## src/rtl/mm_pkg.sv

```systemverilog
// mm_pkg: shared button indices and auto-repeat state encoding for the input front end.
package mm_pkg;
    localparam int BTN_S = 0;
    localparam int BTN_L = 1;
    localparam int BTN_R = 2;
    localparam int BTN_U = 3;
    localparam int BTN_D = 4;
    localparam int N_BTN = 5;

    typedef enum logic [1:0] {
        IDLE   = 2'd0,
        DELAY  = 2'd1,
        REPEAT = 2'd2
    } rpt_state_e;
endpackage

```

## src/rtl/btn_channel.sv

```systemverilog
// btn_channel: 2-FF synchroniser, debounce and optional auto-repeat for one raw input.
module btn_channel
    import mm_pkg::*;
#(
    parameter int DEBOUNCE_CYCLES = 2000000,
    parameter bit REPEAT_EN       = 1'b0,
    parameter int REPEAT_DELAY    = 50000000,
    parameter int REPEAT_PERIOD   = 15000000
) (
    input  logic clk,
    input  logic rst_n,
    input  logic i_raw,
    output logic o_pulse,
    output logic o_level
);
    localparam int  CW    = $clog2(DEBOUNCE_CYCLES + 1);
    localparam int  RMAX  = (REPEAT_DELAY > REPEAT_PERIOD) ? REPEAT_DELAY : REPEAT_PERIOD;
    localparam int  RW    = $clog2(RMAX + 1);
    localparam bit  RPT   = REPEAT_EN && (REPEAT_DELAY > 0);
    localparam logic [CW-1:0] C_LAST = CW'(DEBOUNCE_CYCLES - 1);
    localparam logic [RW-1:0] R_DLY  = RW'(REPEAT_DELAY - 1);
    localparam logic [RW-1:0] R_PER  = RW'(REPEAT_PERIOD - 1);

    logic [1:0]    r_sync;
    logic          r_q;
    logic [CW-1:0] r_c;
    logic [RW-1:0] r_r;
    rpt_state_e    r_st;
    logic          r_pulse;
    logic          w_s;
    logic          w_accept;
    logic          w_rise;
    logic          w_rpt_hit;

    assign w_s       = r_sync[1];
    assign w_accept  = (w_s != r_q) && (r_c == C_LAST);
    assign w_rise    = w_accept && w_s;
    // Repeat events only while the debounced level is still high.
    assign w_rpt_hit = RPT && r_q && (((r_st == DELAY) && (r_r == R_DLY)) ||
                                      ((r_st == REPEAT) && (r_r == R_PER)));

    always_ff @(posedge clk or negedge rst_n) begin
        if (!rst_n) begin
            r_sync  <= '0;
            r_q     <= 1'b0;
            r_c     <= '0;
            r_r     <= '0;
            r_st    <= IDLE;
            r_pulse <= 1'b0;
        end else begin
            r_sync  <= {r_sync[0], i_raw};
            r_pulse <= w_rise || w_rpt_hit;
            if (w_s == r_q) begin
                r_c <= '0;
            end else if (w_accept) begin
                r_q <= w_s;
                r_c <= '0;
            end else begin
                r_c <= r_c + 1'b1;
            end
            if (RPT && w_rise) begin
                r_st <= DELAY;
                r_r  <= '0;
            end else if (!RPT || !r_q) begin
                r_st <= IDLE;
                r_r  <= '0;
            end else begin
                case (r_st)
                    DELAY: begin
                        r_st <= (r_r == R_DLY) ? REPEAT : DELAY;
                        r_r  <= (r_r == R_DLY) ? '0 : r_r + 1'b1;
                    end
                    REPEAT: r_r <= (r_r == R_PER) ? '0 : r_r + 1'b1;
                    default: r_r <= '0;
                endcase
            end
        end
    end

    assign o_pulse = r_pulse;
    assign o_level = r_q;
endmodule

```

## src/rtl/btn_conditioner.sv

```systemverilog
// btn_conditioner: conditions N_BTN buttons plus the mode switch into debounced levels
// and single-cycle press/repeat strobes.
module btn_conditioner
    import mm_pkg::*;
#(
    parameter int               DEBOUNCE_CYCLES = 2000000,
    parameter logic [N_BTN-1:0] REPEAT_MASK     = 5'b11000,
    parameter int               REPEAT_DELAY    = 50000000,
    parameter int               REPEAT_PERIOD   = 15000000
) (
    input  logic             clk,
    input  logic             rst_n,
    input  logic [N_BTN-1:0] i_btn_raw,
    input  logic             i_sw_raw,
    output logic [N_BTN-1:0] o_btn_pulse,
    output logic [N_BTN-1:0] o_btn_held,
    output logic             o_sw_stable
);
    localparam logic [N_BTN:0] MASK = {1'b0, REPEAT_MASK};

    logic [N_BTN:0] w_raw;
    logic [N_BTN:0] w_pulse;
    logic [N_BTN:0] w_level;
    logic           w_unused_sw_pulse;

    assign w_raw = {i_sw_raw, i_btn_raw};

    // The top channel is the switch: level only, never repeats.
    for (genvar g = 0; g <= N_BTN; g++) begin : g_ch
        btn_channel #(
            .DEBOUNCE_CYCLES(DEBOUNCE_CYCLES),
            .REPEAT_EN      (MASK[g]),
            .REPEAT_DELAY   (REPEAT_DELAY),
            .REPEAT_PERIOD  (REPEAT_PERIOD)
        ) u_ch (
            .clk    (clk),
            .rst_n  (rst_n),
            .i_raw  (w_raw[g]),
            .o_pulse(w_pulse[g]),
            .o_level(w_level[g])
        );
    end

    assign o_btn_pulse       = w_pulse[N_BTN-1:0];
    assign o_btn_held        = w_level[N_BTN-1:0];
    assign o_sw_stable       = w_level[N_BTN];
    assign w_unused_sw_pulse = w_pulse[N_BTN];
endmodule

```

## config.mk

```make
export PLATFORM = sky130hd
export DESIGN_NAME = btn_conditioner
export DESIGN_NICKNAME = d
export VERILOG_FILES = /design/src/rtl/mm_pkg.sv /design/src/rtl/btn_channel.sv /design/src/rtl/btn_conditioner.sv
export SDC_FILE = /design/constraint.sdc
export NUM_CORES = 1
export LEC_CHECK = 0
export BUFFER_PORTS_ARGS = -buffer_cell sky130_fd_sc_hd__buf_4
export CAP_MARGIN = 20
export CORE_MARGIN = 2
export CORE_UTILIZATION = 60
export CTS_BUF_LIST = sky130_fd_sc_hd__clkbuf_4 sky130_fd_sc_hd__clkbuf_8
export DETAILED_ROUTE_END_ITERATION = 16
export PLACE_DENSITY = 0.77
export SLEW_MARGIN = 10
export SYNTH_ARGS = -nofsm -noshare
export SYNTH_HDL_FRONTEND = slang
export SYNTH_SLANG_ARGS = --single-unit
```

## constraint.sdc

```tcl
create_clock -name clk -period 3.7 [get_ports clk]
set_input_delay 0.74 -clock clk [delete_from_list [all_inputs] [get_ports clk]]
set_output_delay 0.74 -clock clk [all_outputs]
set_load 0.05 [all_outputs]
```

Yosys cells after proc, flatten, opt, wreduce, memory -nomap -nowiden:

Cells that the tools add are included.

* bitwise logic cells: 6
* muxes and demuxes: 30
* eq/ne operators: 28
* add/subtract/negate cells: 8
* reductions and logical operators: 27

Operators by type and width (number)
* $mux W21: 12
* $mux W26: 8
* $add A21 B1 Y21 const B: 6
* $eq A21 B21 Y1 const B: 6
* $pmux W26 S2: 2
* $add A26 B1 Y26 const B: 2
* $eq A26 B24 Y1 const B: 2
* $eq A26 B26 Y1 const B: 2
* $logic_and A1 B1 Y1: 17
* $mux W2: 8
* $reduce_and A2 Y1: 6
* $eq A1 B1 Y1: 6
* $ne A1 B1 Y1: 6
* $ne A3 B3 Y1 const B: 2
* $not A1 Y1: 6
* $eq A2 B1 Y1 const B: 2
* $eq A2 B2 Y1 const B: 2
* $logic_or A1 B1 Y1: 4

* output and inout port bits: 11
* register bits: 205
* input bits: 8
* logic and storage cells: 126

Depth between registers and ports, before layout:

* depth after elaboration: 5
* gate-level depth with buffers: 8

Cells and area by module:

A second synthesis with hierarchy kept.

* cell total of the unflattened synthesis: 1040
* area total of the unflattened synthesis: 10342.4 µm²

Modules (own cells, without submodules)
* btn_channel at g_ch[3].u_ch ...: times used 2, cells each 282, area each 2791.4 µm²
* btn_channel at g_ch[0].u_ch ...: times used 4, cells each 119, area each 1189.9 µm²

Worst setup path after synthesis:

Ideal clock, no wire load.

* kind: register -> register
* from: register g_ch[3].u_ch.r_r[9]
* to: register g_ch[3].u_ch.r_r[16]
* setup slack: 1.429 ns
* data arrival time: 2.152 ns
* required time: 3.581 ns
* library setup time: 0.119 ns
* path buffers: 1
* stages on the path, launching flop included: 7
* period minus slack after synthesis: 2.271 ns
* cell sequence: dfrtp_1 -> or4b_1 -> or4_4 -> o311a_1 -> a31oi_4 -> buf_6 -> nor2_1

* word-level cells in the longest chain between the ends: 5
* elaborated cells on any way between the ends: 8

RTL lines
* from (decl): RTL line btn_channel.sv:27 `logic [RW-1:0] r_r;`
* from (signal assigned): RTL line btn_channel.sv:71 `r_r <= (r_r == R_DLY) ? '0 : r_r + 1'b1;`
* from (signal assigned): RTL line btn_channel.sv:73 `REPEAT: r_r <= (r_r == R_PER) ? '0 : r_r + 1'b1;`
* $add A26 B1 Y26 (tied with other cells): RTL line btn_channel.sv:71, btn_channel.sv:73
* $mux W26, on equally long branches: RTL line btn_channel.sv:73, btn_channel.sv:71
* $pmux W26 S2 *: RTL line btn_channel.sv:68 `case (r_st)`
* $mux W26 *: RTL line btn_channel.sv:64 `end else if (!RPT || !r_q) begin`
* $mux W26 *: RTL line btn_channel.sv:61 `if (RPT && w_rise) begin`

Mark *: on every way between the ends. The rest lies on a longest branch, timed or not.
A chain may end at the register's enable or synchronous reset.

Worst setup path in the final report:

* from: register g_ch[4].u_ch.r_r[16]
* to: register g_ch[4].u_ch.r_r[5]

* word-level cells in the longest chain between the ends: 5
* elaborated cells on any way between the ends: 7

RTL lines (RTL line)
* from (decl): btn_channel.sv:27
* from (signal assigned): btn_channel.sv:71
* from (signal assigned): btn_channel.sv:73
* $eq A26 B24 Y1 / $eq A26 B26 Y1 (equally long branches): btn_channel.sv:73, btn_channel.sv:71
* $mux W26, on equally long branches: btn_channel.sv:73, btn_channel.sv:71
* $pmux W26 S2 *: btn_channel.sv:68
* $mux W26 *: btn_channel.sv:64
* $mux W26 *: btn_channel.sv:61

Marked as above.

==> out/metrics.yaml <==
synthesis:
  synth_simple_gate_area_share_pct: 27.23
  dominant_combinational_cell_family_by_area_after_synthesis: "simple AND/OR/NAND/NOR gates"
  synth_mux_area_share_pct: 0.1140
  synth_nets: 1018
  synth-seq-area-share_pct: 51.95
  synthesis.area_per_instance_um2: 9.894
  ys_types: 45
  synthCells: 998
  synth-adder-area-share_pct: 1.521
  synthFlopType: "sky130_fd_sc_hd__dfrtp_1"
  synth_edf_count: 0
  compound_cell_area_share_of_the_yosys_netlist_pct: 1.863
  synth-seq-cells: 205
  post_synth_xor_xnor_area_pct: 14.64
  mappedNetlistArea_um2: 9874
  ys.warnings.count: 0
  ys_async_sr_fraction_pct: 100.0
cells_and_area:
  final_core_util_pct: 67.99
  finish.net_count: 1051
  area_growth_pct: 10.18
  finished_layout_cells: 1270
  drive_above_1_share_pct: 9.298
  antenna_cells: 0
critical_path:
  crit_path_start_kind: "flip-flop"
  cp-end-kind: "flip-flop"
  reg2regPathDepth: 6
  cp_data_required_time_ns: 4.08
  worst-path-buf-inv: 1
  critPathSlowestCell: "sky130_fd_sc_hd__or4b_2"
  timing.reg2reg.setup_slack_ns: 0.89
  path_cells: "or4b_2 > nor4_1 > nand4_1 > a31oi_2 > buf_4 > nor2_1"
  delay_of_the_slowest_cell_on_the_worst_path_ns: 0.65
  worstPathArrival_ns: 3.19
  reg2reg_to: "g_ch[4].u_ch.r_r[5]$_DFF_PN0_"
  regToRegStartpoint: "g_ch[4].u_ch.r_r[16]$_DFF_PN0_"
  worstPathMaxFanout: 15
  critPathTopFamily: "simple AND/OR/NAND/NOR gates"
  timing.setup.critical_path_class: "flip-flop to flip-flop"
cts:
  cts_num_sinks: 205
  tritoncts: "done"
  cts_buffer_depth: 3
  tritoncts.num_buffers: 35
  post_cts_sizing: 0
  h-tree-depth: 2
  insertion_delay_ns: 0.50
  clk_transition_reported_paths_ns: 0.06
  cts-root-buf: "sky130_fd_sc_hd__clkbuf_8"
  postCtsSetupRepairBufs: 0
  post_cts_hold_buffer_count: 0
routing:
  dr.pass1.iters: 5
  antenna_violating_nets_post_route: 0
  first_iter_violations: 329
  routed_len_inst_um: 13.51
  drt-total-wl_um: 17160
  vias: 6956
  remaining_design_rule_violation_count: 0
  vias_per_cell: 5.477
floorplan:
  fp.coreArea_um2: 16000
  number_of_rows_created_at_floorplan: 46
  die_height_um: 132.3
  die_w_um: 132.3
  start_util_pct: 61.71
  die_area_um2: 17500
  boundaryPins: 19
timing:
  fin_hold_ws_ns: 0.3054
  finalMaxSlewViolations: 0
  finalSetupViolations: 0
  fmax_ghz: 0.3560
  grt_setup_unrepaired: "no"
  skew_ns: 0.01306
  postLayoutSetupSlackWorst_ns: 0.8908
  post-route-min-period_ns: 2.809
  max_slew.worst_pin.slew_ns: 0.8112
  hold_viol_final: 0
  fin_crit_sh_pct: 75.92
  final.setup.tns_ns: 0
  maxSlewHeadroom_pct: 45.42
power_and_ir_drop:
  p_comb_share_pct: 2.4
  sequentialPowerShare_pct: 52.0
  power_density_nw_per_um2: 404.2
  p_switching_w: 0.0009712
  power_switching_share_pct: 22.08
  static-leakage-power_nw: 4.561
  pwr-share-clk_pct: 45.6
  internal_power_w: 0.003427
  vdd_drop_max_mv: 0.3451
place:
  port_buffers: 18
  post-place-ws_ns: 0.9383
  numPlacedInstances: 1210
  place_congestion: 0.8093
  place_hpwl_um: 11360
grt:
  antenna_found_initial: 0
  grt_overflow: 0
  grt_pass1_wl_um: 30850
  gr-usage-all-layers_pct: 20.80
  largest_net_degree_at_the_start_of_global_routing: 99
  grt_pass1_vias: 6718
flow_run:
  maxCapViolCount: 0
run_status:
  status: "complete, no violations"
min_path:
  hold_class: "primary input to asynchronous set/reset pin"
## power groups by stage
stage / Clock, W / Sequential [W] / Combinational, W
2_1_floorplan: 0 / 0.00232 / 0.0000473
3_5_place_dp: 0 / 0.00233 / 0.000111
5_1_grt: 0.00218 / 0.00229 / 0.000126
3_3_place_gp: 0 / 0.00233 / 0.000110
6_report: 0.00201 / 0.00229 / 0.000106
4_1_cts: 0.00207 / 0.00229 / 0.000112
## layout by cell type (no fill, tap or decap), types with 2 or more instances in the layout
cell / Yosys / layout
sky130_fd_sc_hd__a21o_1: 3 / 3
sky130_fd_sc_hd__a21oi_1: 6 / 6
sky130_fd_sc_hd__and2_1: 7 / 7
sky130_fd_sc_hd__and3_1: 18 / 18
sky130_fd_sc_hd__and4_1: 24 / 24
sky130_fd_sc_hd__buf_4: 12 / 22
sky130_fd_sc_hd__clkbuf_4: 0 / 6
sky130_fd_sc_hd__clkbuf_8: 0 / 45
sky130_fd_sc_hd__clkinv_2: 0 / 9
sky130_fd_sc_hd__dfrtp_1: 205 / 205
sky130_fd_sc_hd__ha_1: 12 / 12
sky130_fd_sc_hd__inv_1: 26 / 26
sky130_fd_sc_hd__nand2_1: 68 / 68
sky130_fd_sc_hd__nand2b_1: 8 / 8
sky130_fd_sc_hd__nand3_1: 60 / 60
sky130_fd_sc_hd__nand3b_1: 6 / 6
sky130_fd_sc_hd__nand4_1: 47 / 47
sky130_fd_sc_hd__nand4b_1: 2 / 2
sky130_fd_sc_hd__nor2_1: 209 / 209
sky130_fd_sc_hd__nor2b_1: 5 / 5
sky130_fd_sc_hd__nor3_1: 22 / 22
sky130_fd_sc_hd__nor4_1: 26 / 26
sky130_fd_sc_hd__nor4b_1: 8 / 8
sky130_fd_sc_hd__nor4bb_1: 2 / 2
sky130_fd_sc_hd__o21ai_0: 9 / 8
sky130_fd_sc_hd__or2_2: 3 / 3
sky130_fd_sc_hd__or3_1: 5 / 5
sky130_fd_sc_hd__or4_1: 4 / 4
sky130_fd_sc_hd__or4b_2: 6 / 6
sky130_fd_sc_hd__xnor2_1: 82 / 82
sky130_fd_sc_hd__xor2_1: 83 / 83
## cells in the mapped netlist (2+ instances only)
library cell                 n  area (µm²)
sky130_fd_sc_hd__nand4b_1    2       17.52
sky130_fd_sc_hd__a21o_1      3       22.52
sky130_fd_sc_hd__nor3_1     22       110.1
sky130_fd_sc_hd__nor4b_1     8       70.07
sky130_fd_sc_hd__nor2b_1     5       31.28
sky130_fd_sc_hd__nor2_1    209       784.5
sky130_fd_sc_hd__nor4bb_1    2       20.02
sky130_fd_sc_hd__or2_2       3       18.77
sky130_fd_sc_hd__ha_1       12       150.1
sky130_fd_sc_hd__buf_2       2       10.01
sky130_fd_sc_hd__and2_1      7       43.79
sky130_fd_sc_hd__buf_6       2       22.52
sky130_fd_sc_hd__nand3b_1    6       45.04
sky130_fd_sc_hd__buf_4      12       90.09
sky130_fd_sc_hd__inv_1      26       97.59
sky130_fd_sc_hd__or4_1       4       30.03
sky130_fd_sc_hd__nand2b_1    8       50.05
sky130_fd_sc_hd__or4b_2      6       60.06
sky130_fd_sc_hd__dfrtp_1   205        5130
sky130_fd_sc_hd__and4_1     24       210.2
sky130_fd_sc_hd__xnor2_1    82       718.2
sky130_fd_sc_hd__o21ai_0     9       45.04
sky130_fd_sc_hd__or3_1       5       31.28
sky130_fd_sc_hd__nand4_1    47       294.0
sky130_fd_sc_hd__and3_1     18       112.6
sky130_fd_sc_hd__clkbuf_1   12       45.04
sky130_fd_sc_hd__nand3_1    60       300.3
sky130_fd_sc_hd__a21oi_1     6       30.03
sky130_fd_sc_hd__nor4_1     26       162.7
sky130_fd_sc_hd__xor2_1     83       727.0
sky130_fd_sc_hd__nand2_1    68       255.2
## worst max-delay path by stage
stage / end / start / slack [ns] / depth (start not counted)
6_report: g_ch[4].u_ch.r_r[5]$_DFF_PN0_ / g_ch[4].u_ch.r_r[16]$_DFF_PN0_ / 0.89 / 6
5_1_grt: g_ch[4].u_ch.r_r[9]$_DFF_PN0_ / g_ch[4].u_ch.r_r[16]$_DFF_PN0_ / 0.65 / 6
4_1_cts: g_ch[4].u_ch.r_r[9]$_DFF_PN0_ / g_ch[4].u_ch.r_r[16]$_DFF_PN0_ / 0.92 / 6
3_3_place_gp: g_ch[4].u_ch.r_r[8]$_DFF_PN0_ / g_ch[4].u_ch.r_r[16]$_DFF_PN0_ / 1.06 / 6
3_5_place_dp: g_ch[4].u_ch.r_r[4]$_DFF_PN0_ / g_ch[4].u_ch.r_r[16]$_DFF_PN0_ / 0.94 / 6
2_1_floorplan: g_ch[3].u_ch.r_r[16]$_DFF_PN0_ / g_ch[3].u_ch.r_r[9]$_DFF_PN0_ / 1.43 / 6
## through the flow
| step | total power, W | instance area (µm²) |
|---|---|---|
| after floorplan | 0.002369 | 9874 |
| after global placement | 0.002436 | 10180 |
| after detailed placement | 0.002438 | 10180 |
| after CTS | 0.004472 | 10880 |
| after global routing | 0.004598 | 10880 |
| final | 0.004398 | 10880 |
## state kept, by name, indices dropped and copies added (netlist names)
name / count
g_ch.u_ch.o_level: 6
g_ch.u_ch.o_pulse: 5
g_ch.u_ch.r_c: 126
g_ch.u_ch.r_r: 52
g_ch.u_ch.r_st: 4
g_ch.u_ch.r_sync: 12
## cells by family (layout without fill, tap and decap cells)
group,after synthesis,after routing
AOI/OAI and AO/OA,26,26
xor gates and xnor gates,165,165
and+or+nand+nor,535,535
buffers and inverters,54,110
DFF,205,205
muxes,1,1
adders and majority gates,12,12
## per-layer routing
layer	routed length [µm]	global-route usage (%)	share of wire (%)
met1	8308	29.31	48
met2	7937	33.19	46
met3	605	3.768	3.5
met4	313	6.511	1.8
met5	0	0	0
## area by class of cell
cell class | instances | area (µm²)
multi-input combinational | 739 | 4479
inverter | 26 | 97.59
timing repair buffer | 24 | 198.9
sequential | 205 | 5130
clock inverter | 10 | 52.55
fill | 1286 | 5121
clock buffer | 50 | 650.6
tap | 216 | 270.3
(Power assumes the default switching activity.)
